### src/rtl/ask4_symbol_slicer.sv
// ask4_symbol_slicer
//   Receive-side 4-ASK symbol slicer. It takes the matched-filter output
//   (1s17, SPS samples per symbol) and keeps one sample per symbol at a
//   selectable phase. That sample is sliced into a Gray-coded 2-bit symbol.
//   The slicing threshold tracks the received amplitude: it is the block
//   average of |sample| over 2^LOG2_N decided symbols.
//
// Ports
//   clk        in   system clock
//   reset      in   synchronous, active-high reset
//   x_in       in   receive filter output, signed 1s17, one sample per clk
//   phase      in   decimation phase select (latched at each symbol boundary)
//   sym_out    out  decided symbol, Gray coded (00,01,11,10 = -3a,-a,+a,+3a)
//   sym_valid  out  one-cycle strobe marking a new sym_out
//   ref_level  out  current threshold estimate (2a for levels +-a, +-3a)
//   sample_out out  decimated sample that produced sym_out
module ask4_symbol_slicer #(
  parameter int                 SPS      = 4,
  parameter int                 LOG2_N   = 4,
  parameter logic signed [17:0] REF_INIT = 18'sd65536
) (
  input  logic                    clk,
  input  logic                    reset,
  input  logic signed [17:0]      x_in,
  input  logic [$clog2(SPS)-1:0]  phase,
  output logic [1:0]              sym_out,
  output logic                    sym_valid,
  output logic signed [17:0]      ref_level,
  output logic signed [17:0]      sample_out
);

  localparam int DATA_W = 18;
  localparam int PW     = $clog2(SPS);
  localparam int ACC_W  = DATA_W + LOG2_N;

  // |x| with the single unrepresentable case (-full scale) clamped to +full scale.
  function automatic logic [DATA_W-1:0] abs_sat(input logic signed [DATA_W-1:0] x);
    if (x == {1'b1, {(DATA_W-1){1'b0}}})
      return {1'b0, {(DATA_W-1){1'b1}}};
    else if (x < 0)
      return $unsigned(-x);
    else
      return $unsigned(x);
  endfunction

  // Four-level decision against +-r; compares are one bit wider so -r never wraps.
  function automatic logic [1:0] slice(input logic signed [DATA_W-1:0] x,
                                       input logic signed [DATA_W-1:0] r);
    logic signed [DATA_W:0] xe;
    logic signed [DATA_W:0] re;
    xe = x;
    re = r;
    if (xe >= re)
      return 2'b10;
    else if (xe >= 0)
      return 2'b11;
    else if (xe >= -re)
      return 2'b01;
    else
      return 2'b00;
  endfunction

  logic [PW-1:0]             cnt;
  logic [PW-1:0]             phase_r;
  logic [ACC_W-1:0]          acc;
  logic [LOG2_N-1:0]         sym_count;
  logic                      dec;
  logic [DATA_W-1:0]         ax;
  logic [ACC_W-1:0]          sum;
  logic [DATA_W-1:0]         ref_raw;
  logic signed [DATA_W-1:0]  ref_new;

  logic                      vld_p0;
  logic signed [DATA_W-1:0]  x_p0;
  logic [1:0]                sym_p0;

  always_comb begin
    dec     = (cnt == phase_r);
    ax      = abs_sat(x_in);
    sum     = acc + ACC_W'(ax);
    ref_raw = sum[ACC_W-1:LOG2_N];
    // A zero threshold would collapse the inner levels; keep at least 1 LSB.
    if (ref_raw == '0)
      ref_new = DATA_W'(1);
    else
      ref_new = $signed(ref_raw);
  end

  // Stage p0: decision edge -- capture the sample and slice it with the
  // threshold in force before this edge's possible update.
  always_ff @(posedge clk) begin
    if (dec) begin
      x_p0   <= x_in;
      sym_p0 <= slice(x_in, ref_level);
    end
  end

  always_ff @(posedge clk) begin
    if (reset) begin
      cnt        <= '0;
      phase_r    <= phase;
      vld_p0     <= 1'b0;
      acc        <= '0;
      sym_count  <= '0;
      ref_level  <= REF_INIT;
      sym_valid  <= 1'b0;
      sym_out    <= 2'b00;
      sample_out <= '0;
    end else begin
      cnt <= (cnt == PW'(SPS-1)) ? '0 : cnt + PW'(1);
      // Phase only moves at the window boundary, so the current window
      // always yields exactly one decision.
      if (cnt == PW'(SPS-1))
        phase_r <= phase;

      vld_p0 <= dec;
      if (dec) begin
        sym_count <= sym_count + LOG2_N'(1);
        if (sym_count == {LOG2_N{1'b1}}) begin
          ref_level <= ref_new;
          acc       <= '0;
        end else begin
          acc <= sum;
        end
      end

      // Stage p1: registered outputs, one clk after the decision edge.
      sym_valid <= vld_p0;
      if (vld_p0) begin
        sym_out    <= sym_p0;
        sample_out <= x_p0;
      end
    end
  end

endmodule
### config.mk
export PLATFORM = sky130hd
export DESIGN_NAME = ask4_symbol_slicer
export DESIGN_NICKNAME = d
export VERILOG_FILES = /design/src/rtl/ask4_symbol_slicer.sv
export SDC_FILE = /design/constraint.sdc
export NUM_CORES = 1
export LEC_CHECK = 0
export ABC_AREA = 1
export CORE_ASPECT_RATIO = 0.5
export CORE_MARGIN = 3
export CORE_UTILIZATION = 63
export DETAILED_ROUTE_END_ITERATION = 12
export HOLD_SLACK_MARGIN = 0.03
export PLACE_DENSITY = 0.87
export SYNTH_ARGS = -nofsm -noshare
export SYNTH_HDL_FRONTEND = slang
export SYNTH_SLANG_ARGS = --single-unit
export TNS_END_PERCENT = 30
### constraint.sdc
create_clock -name clk -period 6.8 [get_ports clk]
set_clock_uncertainty 0.2 [all_clocks]
set_input_delay 1.7 -clock clk [delete_from_list [all_inputs] [get_ports clk]]
set_output_delay 1.7 -clock clk [all_outputs]
set_load 0.03 [all_outputs]
Word-level counts from Yosys, hierarchy flattened
Cells that the tools add are included.

Register bits: 90. Output and inout port bits: 39. Logic and storage cells: 38.

Add/sub/neg operators: 5. $lt $le $gt $ge: 4. Equal/unequal tests: 4. Multiplexer cells: 8. Reduce and logical (&&, ||, !) cells: 5.

Operators with widths (count): $mux 18 (3); $add 22x18->22 (1); $mux 22 (1); $ge 18x19->1 (1); $neg 18->19 (1); $eq 18x18->1 const B (1); $ge 18x1->1 const B (1); $ge 18x18->1 (1); $logic_not 18->1 (1); $lt 18x1->1 const B (1); $neg 18->18 (1); $add 4x1->4 const B (1); $eq 4x4->1 const B (1); $mux 2 (2); $reduce_or 2->1 (2); $add 2x1->2 const B (1); $eq 2x2->1 (1); $eq 2x2->1 const B (1); $mux 1 (2); $reduce_and 2->1 (1); $reduce_bool 2->1 (1).

Depth between registers and ports, before layout
Depth after elaboration: 6. Depth in mapped cells: 24.

Least setup slack after synthesis
OpenSTA, ideal clock, no wires.

Kind: input-to-reg. From: input port x_in[0]. To: register ref_level[0]. Arrival time: 4.136 ns. Required time: 6.533 ns. Slack: 2.397 ns. Stages: 22. Cell sequence: inv_1 -> ha_1 -> inv_1 -> nor4_1 -> nand2_1 -> nor3_1 -> nand4_1 -> nand3b_1 -> ha_1 -> nand2_1 -> inv_1 -> nand2_1 -> inv_1 -> a21oi_1 -> nand2_1 -> nand2_1 -> nand2_1 -> nor2_1 -> nand2_1 -> nor2_1 -> nand3_1 -> a21oi_2.

Cells in the longest elaborated chain, start to end: 6. Elaborated cells between the ends (all ways): 8. Classes of those cells: 2 x add/sub; 1 x order compare; 1 x eq/ne; 3 x mux; 1 x reduce/logical.

RTL lines: start: declaration (line 24) `input logic signed [17:0] x_in,`; $neg 18->18 or $lt 18x1->1 (tied branches) (line 41, 40); $mux 18 (line 40) `else if (x < 0)`; $mux 18 (*) (line 38) `if (x == {1'b1, {(DATA_W-1){1'b0}}})`; $add 22x18->22 (*) (line 80) `sum = acc + ACC_W'(ax);`; $logic_not 18->1 (line 83) `if (ref_raw == '0)`; $mux 18 (*) (line 83); end signal: assignment (line 120) `ref_level <= ref_new;`; end: declaration (line 28) `output logic signed [17:0] ref_level,`.

Mark *: on every way between the ends. The rest lies on a longest branch, timed or not. A chain may end at the register's enable or synchronous reset.

Worst setup path in the final report
From: input port x_in[13]. To: register ref_level[0].

Same word-level chain as after synthesis.

==> flow_summary.ini <==
[status]
run_status = completed

[pwr]
p_seq_share_pct = 38.6
report.power.total_mw = 1.62
combinationalPowerShare_pct = 28.9
p_clk_share_pct = 32.4
max-vdd-ir-drop_mv = 0.163
net_switching_power_mw = 0.566
leakagePower_nw = 3.40
power.density_cell_area_nw_per_um2 = 220
swShare_pct = 34.9
power.internal_mw = 1.06

[global_routing]
grt_pass1_vias = 6082
grt_start_max_net_pins = 43
remaining_global_route_overflow = 0
first_pass_grt_wire_length_mm = 29.0
grt_antenna_before_repair = 0
grt.total_usage_pct = 31.6

[min_path]
timing.hold.worst.class = flop to flop
hold_path.startpoint = cnt[0]
min_to = cnt[0]
hold_depth = 1

[cells_and_area]
layout-drive-gt1-share_pct = 5.44
layout.area.seq_um2 = 2020
n_antenna_cell = 0
flow.area_growth_from_synthesis_pct = 16.4
fin_nets = 1070
area_of_combinational_cells_with_multiple_inputs_um2 = 3780
n_fill_cell = 753

[route]
dr_wl_cell_um = 15.6
ant_nets = 0
via_per_inst = 5.61
drt_iter0_markers = 555
post-route-drc-count = 0
via_count = 6328
detail_route.first_pass.iterations = 5
drt_wl_total_mm = 17.6

[sta]
timing.final.crit_share_pct = 79.2
pin_slew_with_the_least_headroom_to_its_limit_ps = 960
fin_ws_ps = 1410
slew_headroom_pct = 36.0
maxClockFrequency_mhz = 186
finalWorstPathRequiredPeriod_ps = 5390
rsz0062_at_grt = no
report.final.setup_viol = 0
final-max-slew-violation-count = 0
hold_viol = 0
fin_tns_setup_ps = 0

[cts]
cts.repair_timing.setup_buffer_count = 0
worst_setup_hold_path_clk_slew_ps = 60
cts_tree = yes
numCtsBuffers = 9
htree_levels = 3
worstSkewPairLatency_ps = 360
post_cts_hold_buffer_count = 0
clock-sinks = 90
cts_resized = 0
clockRootBuffer = clkbuf_16
ctsLongestPathBuffers = 2

[critical_path]
critical-path-top-cell-by-count = nand2_1
path_cells = clkdlybuf4s50_1, nor2_1, inv_1, nor2_1, nand2_1, nor4_1, nand4_1, o211ai_1, ha_1, nand2_1, nand2_1, nand3_1, nand2_1, nand2_1, nand2_1, nand2_1, nand2_1, nor2_1, nand2_1, nor2_1, nand3_1, a21oi_2
ff2ff_path_depth = 16
type_of_origin_of_the_critical_path = input pin
setup.worst_path.end_class = flop
start_of_the_worst_register_to_register_path = ref_level[0]
crit_path_max_fanout = 11
reg2reg_to = sym_p0[0]
data_required_time_at_the_worst_endpoint_ps = 6880
reg2reg_setup_slack_ps = 3250
cp_slowest_cell = clkdlybuf4s50_1
max_stage_delay_ps = 570
setup.worst_path.class = input pin to flop
arrival_ps = 5470

[logic_synthesis]
postSynthRegisterBits = 90
synth-warning-count = 0
async_flop_share_pct = 0
netlist_instances = 933
netlist_area_um2 = 6330
synth.yosys.seq_area_share_pct = 31.9
yosys_most_used_dff = dfxtp_1
syn_area_per_cell_um2 = 6.79
netlist-cell-type-count = 38
postSynthNetCount = 1015
synth_edf_count = 22

[floorplanning]
cell_row_count = 25
die_y_um = 76.9
die_x_um = 148
core_region_area_um2 = 9600
start_util_pct = 66.0
area_enclosed_by_the_die_boundary_um2 = 11400
num_io_pins = 61

[placed_design]
io_buffers = 60
routabilityCongestion = 1.02
pre_cts_slack_ps = 1160
dpl.hpwl_mm = 13.0

[job]
max-cap-violations = 0
-- placed cells by master, fill, tap and decap left out, drive strengths merged, types with 17 or more instances in the layout --
cell type      synthesis  layout
nand3                 49      49
clkdlybuf4s50          0      60
edfxtp                22      22
xor2                  22      22
a21oi                 68      68
nor3                  17      17
ha                    59      59
nand2                285     285
o21ai                 40      40
nor2                 111     111
inv                  120     122
dfxtp                 68      68
-- flip-flops by register name (all words and copies together) (netlist names) --
register and count:
sym_p0 2, x_p0 18, sym_out 2, phase_r 2, sym_count 4, cnt 2, acc 22, sym_valid 1
ref_level 18, sample_out 18, vld_p0 1
-- worst max path at each step --
stage,slack (ps),start,cells after the start,endpoint
final,1410,x_in[13],22,ref_level[0]
after global routing,950,x_in[13],20,ref_level[0]
after CTS,1480,x_in[13],20,ref_level[0]
after detailed placement,1160,x_in[13],20,ref_level[0]
after global placement,1150,x_in[17],18,ref_level[0]
after floorplan,2400,x_in[0],22,ref_level[0]
-- Yosys cell counts, types with 2 or more instances --
| cell type | instances | area, um^2 |
|---|---|---|
| a21oi_1 | 67 | 335 |
| buf_2 | 3 | 15.0 |
| clkbuf_1 | 17 | 63.8 |
| dfxtp_1 | 68 | 1360 |
| edfxtp_1 | 22 | 661 |
| ha_1 | 59 | 738 |
| inv_1 | 118 | 443 |
| inv_2 | 2 | 7.51 |
| nand2_1 | 277 | 1040 |
| nand2_2 | 8 | 50.1 |
| nand3_1 | 47 | 235 |
| nand3_2 | 2 | 20.0 |
| nand3b_1 | 8 | 60.1 |
| nand4_1 | 12 | 75.1 |
| nor2_1 | 103 | 387 |
| nor2_2 | 6 | 37.5 |
| nor2_4 | 2 | 22.5 |
| nor3_1 | 11 | 55.1 |
| nor3_2 | 5 | 50.1 |
| nor4_1 | 3 | 18.8 |
| o211ai_1 | 5 | 37.5 |
| o21ai_0 | 37 | 185 |
| o21ai_1 | 3 | 15.0 |
| or2_1 | 2 | 12.5 |
| or2_2 | 5 | 31.3 |
| xnor2_1 | 8 | 70.1 |
| xor2_1 | 22 | 193 |
-- area by class of cell --
type                       count  share of cell area [%]
timing repair buffer          64                    8.56
multi-input combinational    702                    51.3
inverter                     121                    6.16
clock inverter                 6                    1.00
clock buffer                  10                    3.24
tap                          135                    2.29
sequential                    90                    27.4
-- per-stage QoR --
step | hold WS, ps | instance area [um^2] | util, % | std cells
CTS | 277 | 7370 | 76.7 | 1128
floorplan | 229 | 6330 | - | 933
detailed placement | 258 | 7060 | 73.5 | 1112
global route | 290 | 7370 | 76.7 | 1128
global placement | 237 | 7060 | 73.5 | 1112
finish | 269 | 7370 | 76.7 | 1128
-- logic make-up after synthesis --
family	after synthesis	share of synthesized area, %
AOI/OAI and AO/OA	118	9.78
xor gates and xnor gates	30	4.15
adders and majority gates	60	12.0
buffers and inverters	141	8.42
DFF	90	31.9
and+or+nand+nor	494	33.8
-- per-layer routing --
metal	part of all wire, %	GRT usage (%)	vias to the layer above
li1	-	-	3117
met1	44	41.0	2911
met2	45	52.4	253
met3	8.6	8.03	47
met4	1.8	9.20	0
met5	0	0	-
-- power by group through the flow --
stage	registers (mW)	clock network, mW	logic [mW]
floorplan	0.656	0	0.295
global placement	0.637	0	0.445
detailed placement	0.638	0	0.455
CTS	0.627	0.526	0.460
global route	0.633	0.553	0.515
finish	0.627	0.526	0.469
-- worst max-delay path: cells and delay by family --
family	cells	cell delay, ps
buffers and inverters	2	630
adder cells (fa/ha/maj)	1	360
AO/OA/AOI/OAI	2	570
AND/OR/NAND/NOR	17	2180
Note: power is estimated with default switching activity, not from simulation.
==> RTL change 1: new RTL, same settings <==
Set the parameter `SPS` to 2 (it was 4).
--- a/src/rtl/ask4_symbol_slicer.sv
+++ b/src/rtl/ask4_symbol_slicer.sv
@@ -17,3 +17,3 @@
 module ask4_symbol_slicer #(
-  parameter int                 SPS      = 4,
+  parameter int                 SPS      = 2,
   parameter int                 LOG2_N   = 4,
Interface: changed (resized phase); port bits go from 61 to 60. The function was not compared with the original's and may differ.
==> RTL change 1 against the unedited design <==
- design area down 2.0%
- global-route usage shrank 1.4 points
- sequential cell count decreased by 2
- routed wire length fell by 4.7%
- power is 6.4% lower
- worst setup slack worse by 0.080 ns
- core utilization down 1.1 points
- area after synthesis down 1.2%
- largest cell class unchanged
- largest power group unchanged
- highest routed layer unchanged
==> RTL change 1: results <==
export IMPL_wl_per_cell_um=15.2
export IMPL_critical_path_max_fanout=12
export IMPL_reg2regPathDepth=17
export IMPL_hold_class="reg -> reg"
export IMPL_r2r_start="ref_level[0]"
export IMPL_whs_ns=0.246
export IMPL_clockBufferDepth=2
export IMPL_fin_crit_sh_pct=80.4
export IMPL_worst_slew_pin_slew_ns=1.01
export IMPL_synth_edff_count=21
export IMPL_antenna_found_initial=0
export IMPL_setup_worst_path_end="ref_level[0]"
export IMPL_cts_setup_buffers=0
export IMPL_synth_distinct_cells=39
export IMPL_hp_start="cnt"
export IMPL_startpoint="x_in[0]"
export IMPL_p_leak_nw=3.38
export IMPL_drive_gt1_share_pct=8.29
export IMPL_htreeDepth=3
export IMPL_grt_pass1_vias=5640
export IMPL_drt_iter0_drc=594
export IMPL_top_register="acc"
export IMPL_gp_congestion=0.950
export IMPL_place_hpwl_mm=12.5
export IMPL_ir_drop_uv=123
export IMPL_track_usage_pct=30.2
export IMPL_ys_async_sr_fraction_pct=0
export IMPL_rr_endpoint="sym_p0[0]"
export IMPL_grt_pass1_wl_mm=27.6
export IMPL_drt_pass1_iterations=7
export IMPL_postRouteWirelength_mm=16.8
export IMPL_ys_flop_type="dfxtp_1"
export IMPL_syn_avg_cell_area_um2=6.89
export IMPL_yosys_top_cells_area="dfxtp_1, nand2_1, ha_1"
export IMPL_status="finished, final reports clean"
export IMPL_clkLatencyLatePin_ns=0.35
export IMPL_yosys_warnings=0
export IMPL_pre_cts_slack_ns=1.18
export IMPL_seq_area_frac_synth_pct=31.5
export IMPL_regToRegSetupSlack_ns=3.18
export IMPL_nNetsFinal=1040
export IMPL_grt_max_degree=43
export IMPL_antenna_cells=0
export IMPL_synth_common_cells="nand2_1, inv_1, nor2_1, dfxtp_1, a21oi_1"
export IMPL_dp_cells=1084
export IMPL_synth_net_count=989
export IMPL_cts_made_buffers=9
export IMPL_path_clk_slew_ns=0.06
export IMPL_port_buffers=59
export IMPL_placed_cell_area_mm2=0.00694
export IMPL_vias=6063
export IMPL_synth_top_area_share_pct=21.4
export IMPL_n_fill_cell=731
export IMPL_timing_hold_worst_path_depth=1
export IMPL_holdPathEnd="cnt"
## RTL change 1: changes by cell type after synthesis, moves of 4 or more
cell      delta
nand3b_1     -8
nand2_1     -36
nor3_1       -4
a21oi_1      -7
nor2_1       -6
inv_2        +4
nand2_2     +13
xnor2_1      -6
nand3_1      +7
## RTL change 1: layout make-up
class                      count  area (µm²)  share of cell area [%]
clock inverter                 6        41.3                   0.572
clock buffer                  10         239                    3.31
timing repair buffer          61         606                    8.39
tap                          135         169                    2.34
sequential                    88        1970                    27.3
multi-input combinational    675        3720                    51.6
inverter                     125         469                    6.50
## RTL change 1: critical path, stage by stage
cell,delay (ns)
clkdlybuf4s50_1,0.48
inv_1,0.15
ha_1,0.16
inv_1,0.07
nor4_1,0.43
nand2_1,0.13
inv_1,0.11
nand3_1,0.34
nand2_1,0.18
ha_1,0.29
fa_1,0.31
nand3_1,0.11
nand3_1,0.15
nand3_1,0.12
nand4_1,0.09
nand2_1,0.14
nor2_1,0.16
nand3_1,0.11
nor2_1,0.14
nand2_1,0.08
a21oi_2,0.10
## RTL change 1: power breakdown
part / internal, mW / total (mW) / switching, mW
Combinational: 0.152 / 0.450 / 0.298
Clock: 0.259 / 0.470 / 0.211
Sequential: 0.577 / 0.599 / 0.0217
## RTL change 1: logic make-up (layout without fill, tap and decap cells)
| kind of cell | after synthesis | count (layout) | share of synthesized area, % |
|---|---|---|---|
| simple gates | 470 | 470 | 33.6 |
| buf+inv | 146 | 202 | 9.03 |
| compound gates | 119 | 119 | 10.2 |
| flops | 88 | 88 | 31.5 |
| fa+ha+maj | 59 | 59 | 11.9 |
| xor+xnor | 27 | 27 | 3.78 |
## RTL change 1: per-layer routing
layer / wire length (µm) / global-route usage (%)
met2: 7340 / 48.5
met5: 0 / 0
met4: 261 / 7.62
met3: 1570 / 5.59
met1: 7580 / 42.3
==> RTL change 2: new RTL, same flow settings <==
Without the edit above. Add an input register stage for `x_in` and `phase`; this delays them by one clock.
--- a/src/rtl/ask4_symbol_slicer.sv
+++ b/src/rtl/ask4_symbol_slicer.sv
@@ -34,2 +34,10 @@
   localparam int ACC_W  = DATA_W + LOG2_N;
+
+  logic signed [17:0] x_q;
+  logic [$clog2(SPS)-1:0] phase_q;
+
+  always_ff @(posedge clk) begin
+    x_q     <= x_in;
+    phase_q <= phase;
+  end
 
@@ -78,3 +86,3 @@
     dec     = (cnt == phase_r);
-    ax      = abs_sat(x_in);
+    ax      = abs_sat(x_q);
     sum     = acc + ACC_W'(ax);
@@ -92,4 +100,4 @@
     if (dec) begin
-      x_p0   <= x_in;
-      sym_p0 <= slice(x_in, ref_level);
+      x_p0   <= x_q;
+      sym_p0 <= slice(x_q, ref_level);
     end
@@ -100,3 +108,3 @@
       cnt        <= '0;
-      phase_r    <= phase;
+      phase_r    <= phase_q;
       vld_p0     <= 1'b0;
@@ -113,3 +121,3 @@
       if (cnt == PW'(SPS-1))
-        phase_r <= phase;
+        phase_r <= phase_q;
 
Check against the original RTL: not equivalent (a bounded check fails within 4 cycles, from zero or initial values and one cycle with reset high).
==> RTL change 2 against the unedited design <==
- sequential power rose by 23%
- power rose by 7.5%
- routed wire length rose by 3.1%
- first-iteration DRC count fell by 16%
- worst setup slack improved by 1.4 ns
- design area rose by 5.6%
- sequential cell count rose by 20
- area after synthesis rose by 6.8%
- count of clock-buffer cells in the layout did not move
- critical path depth fell by 6
- critical endpoint unchanged
- highest routed layer unchanged
- final cell count rose by 1.3%
- combinational power fell by 3%
- fmax rose by 34%
==> RTL change 2: results <==
export IMPL_multi_input_gates=697
export IMPL_nonClockBufferCount=62
export IMPL_grt_pass1_vias=6188
export IMPL_critical_path_max_fanout=19
export IMPL_grt_max_degree=45
export IMPL_seq_share_pct=31.1
export IMPL_buffer_area_share_pct=7.91
export IMPL_track_usage_pct=30.7
export IMPL_synth_common_cells="nand2_1, inv_1, nor2_1, dfxtp_1, a21oi_1"
export IMPL_synth_net_count=1028
export IMPL_yosys_top_cells_area="dfxtp_1, nand2_1, ha_1"
export IMPL_place_hpwl_mm=14.1
export IMPL_multi_input_area_share_pct=49.3
export IMPL_p_leak_nw=3.60
export IMPL_placed_cell_area_mm2=0.00749
export IMPL_rows=26
export IMPL_drive_gt1_share_pct=6.78
export IMPL_worst_slew_pin_slew_ns=1.07
export IMPL_whs_ns=0.214
export IMPL_synth_distinct_cells=41
export IMPL_critPathSlowestCell="dfxtp_1"
export IMPL_status="finished, final reports clean"
export IMPL_wl_per_cell_um=15.9
export IMPL_p_sw_uw=607
export IMPL_vias=6345
export IMPL_clkCellAreaFrac_pct=3.75
export IMPL_crit_arrival_ns=4.06
export IMPL_postRouteWirelength_mm=18.1
export IMPL_regToRegSetupSlack_ns=2.78
export IMPL_syn_avg_cell_area_um2=7.18
export IMPL_ir_drop_uv=136
export IMPL_max_stage_delay_ns=0.84
export IMPL_seq_cell_count=110
export IMPL_drt_pass1_iterations=6
export IMPL_nNetsFinal=1083
-- RTL change 2: changes by cell type after synthesis, sizes merged, moves of 4 or more --
cell    unedited run  this run
nor3              17        13
xor2              22        26
o211ai             5         1
dfxtp             68        88
xnor2              8         3
-- RTL change 2: kinds of logic (layout without fill, tap and decap cells) --
group | Yosys count | after routing | synth area share [%]
flops | 110 | 110 | 35.8
fa+ha+maj | 63 | 63 | 11.8
simple gates | 487 | 487 | 31.8
buf+inv | 136 | 196 | 7.62
compound gates | 118 | 118 | 9.28
xor+xnor | 29 | 29 | 3.75
-- RTL change 2: final timing paths --
| check | start | end | cells past startpoint |
|---|---|---|---|
| worst max-delay path | x_q[17] | ref_level[0] | 16 |
| worst min register to register | phase_q[1] | phase_r[1] | 0 |
| worst min-delay path | phase_q[1] | phase_r[1] | 0 |
| worst max register to register | x_q[17] | ref_level[0] | 16 |
-- RTL change 2: per-layer routing --
| metal | global-route usage [%] | vias up | share of wire, % |
|---|---|---|---|
| met1 | 41.6 | 2907 | 46 |
| met5 | 0 | - | 0 |
| met2 | 51.8 | 253 | 45 |
| li1 | - | 3147 | - |
| met4 | 8.18 | 0 | 1.8 |
| met3 | 4.95 | 38 | 7.4 |
-- RTL change 2: power groups by stage --
| stage | registers [mW] | clock network, mW | logic [mW] |
|---|---|---|---|
| final | 0.769 | 0.519 | 0.457 |
| after global routing | 0.775 | 0.547 | 0.510 |
| after CTS | 0.768 | 0.522 | 0.450 |
| after detailed placement | 0.782 | 0 | 0.446 |
| after global placement | 0.779 | 0 | 0.435 |
| after floorplan | 0.792 | 0 | 0.292 |
